## src/rtl/scan_decoder_nto2n.sv

```systemverilog
// Registered N-to-2^N one-hot select decoder with a built-in programmable scan sequencer.
// Optional feature macro: SCAN_DECODER_BLANK_EN (blank y on the first cycle of each scan step).
module scan_decoder_nto2n #(
  parameter int unsigned SEL_W      = 3,
  parameter int unsigned DIV_W      = 16,
  parameter bit          ACTIVE_LOW = 1'b0
) (
  input  logic                  clk,
  input  logic                  reset,
  input  logic                  en,
  input  logic                  mode,
  input  logic [SEL_W-1:0]      x,
  input  logic [DIV_W-1:0]      div,
  input  logic [SEL_W-1:0]      scan_last,
  output logic [2**SEL_W-1:0]   y,
  output logic [SEL_W-1:0]      idx,
  output logic                  wrap
);

  localparam int unsigned OUT_W = 2 ** SEL_W;
  localparam logic [OUT_W-1:0] INACTIVE = {OUT_W{ACTIVE_LOW}};

  typedef enum logic [1:0] {
    IDLE,
    DIRECT,
    SCAN
  } state_t;

  state_t           state;
  logic [DIV_W-1:0] cnt;

  logic             at_last_c;
  logic             tick_c;
  logic [SEL_W-1:0] step_idx_c;

  // Select pattern for index i in the configured polarity.
  function automatic logic [OUT_W-1:0] drive(input logic [SEL_W-1:0] i);
    return (OUT_W'(1) << i) ^ INACTIVE;
  endfunction

  assign at_last_c  = (idx >= scan_last);
  assign tick_c     = (cnt == div);
  assign step_idx_c = at_last_c ? '0 : idx + SEL_W'(1);

  always_ff @(posedge clk) begin
    if (reset || !en) begin
      state <= IDLE;
      y     <= INACTIVE;
      idx   <= '0;
      wrap  <= 1'b0;
      cnt   <= '0;
    end else if (!mode) begin
      state <= DIRECT;
      y     <= drive(x);
      idx   <= x;
      wrap  <= 1'b0;
      cnt   <= '0;
    end else if (state != SCAN) begin
      // Scan entry always restarts from index 0 without a wrap pulse.
      state <= SCAN;
      idx   <= '0;
      wrap  <= 1'b0;
      cnt   <= '0;
`ifdef SCAN_DECODER_BLANK_EN
      y     <= (div == '0) ? drive('0) : INACTIVE;
`else
      y     <= drive('0);
`endif
    end else if (tick_c) begin
      state <= SCAN;
      idx   <= step_idx_c;
      wrap  <= at_last_c;
      cnt   <= '0;
`ifdef SCAN_DECODER_BLANK_EN
      y     <= (div == '0) ? drive(step_idx_c) : INACTIVE;
`else
      y     <= drive(step_idx_c);
`endif
    end else begin
      // cnt may exceed a freshly lowered div; it then wraps at 2^DIV_W.
      state <= SCAN;
      idx   <= idx;
      wrap  <= 1'b0;
      cnt   <= cnt + DIV_W'(1);
      y     <= drive(idx);
    end
  end

endmodule
```

## config.mk

```make
export PLATFORM = sky130hd
export DESIGN_NAME = scan_decoder_nto2n
export DESIGN_NICKNAME = d
export VERILOG_FILES = /design/src/rtl/scan_decoder_nto2n.sv
export SDC_FILE = /design/constraint.sdc
export NUM_CORES = 1
export LEC_CHECK = 0
export CELL_PAD_IN_SITES_DETAIL_PLACEMENT = 1
export CELL_PAD_IN_SITES_GLOBAL_PLACEMENT = 1
export CORE_UTILIZATION = 41
export CTS_BUF_LIST = sky130_fd_sc_hd__clkbuf_2 sky130_fd_sc_hd__clkbuf_4 sky130_fd_sc_hd__clkbuf_8
export CTS_CLUSTER_DIAMETER = 40
export DETAILED_ROUTE_END_ITERATION = 10
export PLACE_DENSITY = 0.95
export SYNTH_ARGS = -nofsm -noshare
export SYNTH_HDL_FRONTEND = slang
export SYNTH_SLANG_ARGS = --single-unit
```

## constraint.sdc

```tcl
create_clock -name clk -period 5.4 [get_ports clk]
set_input_delay 1.08 -clock clk [delete_from_list [all_inputs] [get_ports clk]]
set_output_delay 1.08 -clock clk [all_outputs]
set_load 0.05 [all_outputs]
```

==> reports/summary.log <==
qor: outcome.status completed
qor: worst_setup_path.cp_data_arrival_time 3.13 ns
qor: clock_tree.cts_htree_levels 2
qor: sta.fmax 0.3406 GHz
qor: clock_tree.postCtsSetupRepairBufs 0
qor: grt.globalRouteOverflowTotal 0
qor: drt.finalWirelength 4.008 mm
qor: die.placementRows 22
qor: worst_setup_path.critical_path.startpoint div[14]
qor: die.die_height 64.67 microns
qor: min_path.holdCritPathClass register to register
qor: synth.post_synth_fa_ha_maj_area_fraction 3.885%
qor: run.count_of_max_cap_constraint_violations 0
qor: worst_setup_path.reg2reg_slack 3.11 ns
qor: synth.synth_enable_flop_cells 0
qor: sta.tightest_slew 0.7957 ns
qor: place.globalplace.congestion 0.8317
qor: die.die-area 4182 sq um
qor: sta.setup_ws 2.464 ns
qor: worst_setup_path.worstPathMaxFanout 10
qor: synth.yosys-mux-area-fraction 5.361%
qor: synth.postSynth.asyncResetShare 0%
qor: worst_setup_path.cp_data_required_time 5.59 ns
qor: worst_setup_path.timing.critical_path.to_type register
qor: synth.postSynthNetCount 208
qor: sta.timing.final.max_slew_violations 0
qor: synth.post-synth-top-area-fraction 37.30%
qor: synth.synth_top_family_by_area simple AND/OR/NAND/NOR gates
qor: sta.setup_violations 0
qor: worst_setup_path.worst-r2r-cell-count 7
qor: sta.max_slew_margin 46.84%
qor: grt.grt_pass1_vias 1,504
qor: sta.unrepaired_setup_endpoints_after_global_routing false
qor: power_and_ir_drop.vdd.ir_drop.worst 162.7 uV
qor: power_and_ir_drop.power.leakage 0.0006922 uW
qor: cells_and_area.finalNonFillerCells 266
qor: drt.via_count 1,404
qor: worst_setup_path.critical_path.reg2reg.endpoint y[7]
qor: cells_and_area.design.final.nets 248
qor: clock_tree.cts_root_buf clkbuf_8
qor: power_and_ir_drop.powerDensity 225.8 nW/um^2
qor: synth.synth-xor-area-share 16.32%
qor: place.io_buffer_count 37
qor: synth.synth_flop_cell dfxtp_1
qor: worst_setup_path.critPathKind input port to register
qor: sta.finalHoldViolCount 0
qor: place.detailedPlacementHpwl 3.000 mm
qor: grt.total_routing_resource_utilization_after_global_routing 21.89%
qor: synth.number_of_distinct_library_cells_after_synthesis 39
qor: grt.largest_net_degree_at_the_start_of_global_routing 17
qor: sta.min_period_over_period 54.37%
qor: drt.remaining_drc_errors 0
qor: synth.synth.yosys.seq_area_share 37.30%
qor: drt.first_iter_violations 61
qor: clock_tree.clock_edge_transition_at_the_registers_on_the_reported_setup_and_hold_paths 0.06 ns
qor: place.dp.cells 258
qor: clock_tree.cts.sinks 30
qor: power_and_ir_drop.totalPowerFinal 475.4 uW
qor: sta.worst_clock_skew 0.003428 ns
qor: clock_tree.hold_bufs_inserted_after_cts 0
qor: drt.pre_antenna_drt_iters 4
qor: synth.avgSynthCellArea 9.098 sq um
qor: clock_tree.clock_tree_from_tritoncts built
qor: place.dp_slack 2.182 ns
qor: synth.synth_compound_area_share 11.42%
qor: clock_tree.clock_latency_on_the_worst_skew_pair 0.28 ns
qor: synth.cell_area_after_synthesis 1610 sq um
qor: die.ioPinCount 38
qor: synth.yosys.area.top_type dfxtp_1
qor: cells_and_area.diodes 0
qor: grt.grt_pass1_wl 6.858 mm
qor: drt.detail_route.wl_per_cell 15.07 microns
qor: clock_tree.cts_made_buffers 5
qor: drt.drt-vias-per-instance 5.278
qor: synth.synthSimpleGateAreaFrac 21.06%
qor: cells_and_area.drive_above_1_share 6.881%
qor: synth.synth_seq_cells 30
qor: worst_setup_path.worst_r2r_startpoint idx[0]
qor: synth.post_synth_inst_count 177
qor: drt.drt.antenna.violating_nets 0
qor: clock_tree.cts_buffer_depth 2
qor: sta.post-route-min-period 2.936 ns
qor: grt.grt_antenna_before_repair 0
qor: synth.post_synth_main_area_contributors dfxtp_1 37%, xnor2_1 13%, nor2_1 5.6%
qor: die.core_area 3716 sq um
qor: die.die_w 64.67 microns
qor: cells_and_area.area_growth_syn_to_layout 30.77%
qor: worst_setup_path.termination_of_the_worst_setup_path y[0]
qor: worst_setup_path.setup.worst_path.start_class input port
qor: synth.synth_warnings 0
qor: die.initial_core_util 43.33%
qor: clock_tree.cts_resized 0
qor: sta.total_negative_slack 0 ns
## area by class of cell
type	instances	area, sq um
fill	436	1610
multi-input combinational	132	934.6
sequential	30	600.6
timing repair buffer	38	377.9
clock buffer	7	90.09
tap	48	60.06
inverter	10	37.54
clock inverter	1	5.005
## worst max-delay path, stage by stage
cell and delay [ns]:
clkdlybuf4s50_1 0.41, xnor2_1 0.21, nand4_1 0.14, nor4_2 0.36
buf_4 0.26, mux2_2 0.40, o31ai_1 0.27
## registers in the layout, indices dropped and copies added (netlist names)
signal  flops
cnt        16
state       2
y           8
idx         3
wrap        1
## routing by layer
metal  track usage, %  vias to the layer above  share of wire, %  wire length, microns
met3            5.634                       10               4.7                   188
met2            40.26                       36                52                  2096
met4            9.167                        0               2.1                    84
met1            23.43                      665                41                  1639
met5                0                        -                 0                     0
li1                 -                      693                 -                     -
## cell usage after synthesis (2+ instances only)
library cell  instances
nand3_1               9
a21oi_1               2
and3_1                2
xnor2_1              24
nor2_1               24
a2111oi_0             2
nand2b_1              3
ha_1                  5
mux2i_1               5
dfxtp_1              30
inv_1                10
nor3_1                3
o21ai_0               4
xor2_1                6
a32o_1                2
nand3b_1              2
nand2_1              10
nor2b_1               3
buf_6                 2
nand4_1               6
mux2_2                2
buf_1                 2
nor3b_1               2
a211oi_1              2
## per-stage QoR
step           util (%)  hold WS [ns]  cell area (sq um)
2_1_floorplan         -        0.4706               1610
3_3_place_gp      54.11        0.5039               2011
3_5_place_dp      54.11        0.5230               2011
4_1_cts           56.67        0.5401               2106
5_1_grt           56.67        0.5735               2106
6_report          56.67        0.5348               2106
## logic make-up after synthesis
group	Yosys count
AO/OA/AOI/OAI	21
XOR/XNOR	30
adder cells (fa/ha/maj)	5
buffers and inverters	15
flip-flops	30
multiplexers	8
AND/OR/NAND/NOR	68
## report_power, final
part / leakage [uW] / switching [uW] / internal [uW]
Clock: 0.0000517 / 85.7 / 108
Combinational: 0.000398 / 26.4 / 30.0
Sequential: 0.000243 / 2.05 / 224
## how the worst min path moves through the flow
stage	from	end	slack [ns]	cells past startpoint
global placement	cnt[0]	cnt[0]	0.50	1
global route	cnt[0]	cnt[0]	0.57	1
CTS	cnt[0]	cnt[0]	0.54	1
finish	cnt[0]	cnt[0]	0.53	1
floorplan	cnt[0]	cnt[0]	0.47	1
detailed placement	cnt[0]	cnt[0]	0.52	1
## layout by cell type, fill, tap and decap left out, types with 2 or more instances in the layout
cell type | Yosys | routed
nor2_1 | 24 | 24
ha_1 | 5 | 5
nand4_1 | 6 | 6
nor3b_1 | 2 | 2
clkdlybuf4s50_1 | 0 | 37
a21oi_1 | 2 | 2
mux2_2 | 2 | 2
nand3b_1 | 2 | 2
mux2i_1 | 5 | 5
dfxtp_1 | 30 | 30
nand2b_1 | 3 | 3
a32o_1 | 2 | 2
nor3_1 | 3 | 3
inv_1 | 10 | 10
xnor2_1 | 24 | 24
nand3_1 | 9 | 9
xor2_1 | 6 | 6
nand2_1 | 10 | 10
nor2b_1 | 3 | 3
and3_1 | 2 | 2
a211oi_1 | 2 | 2
a2111oi_0 | 2 | 2
clkbuf_8 | 0 | 6
o21ai_0 | 4 | 4
Note: power is estimated with default switching activity, not from simulation.
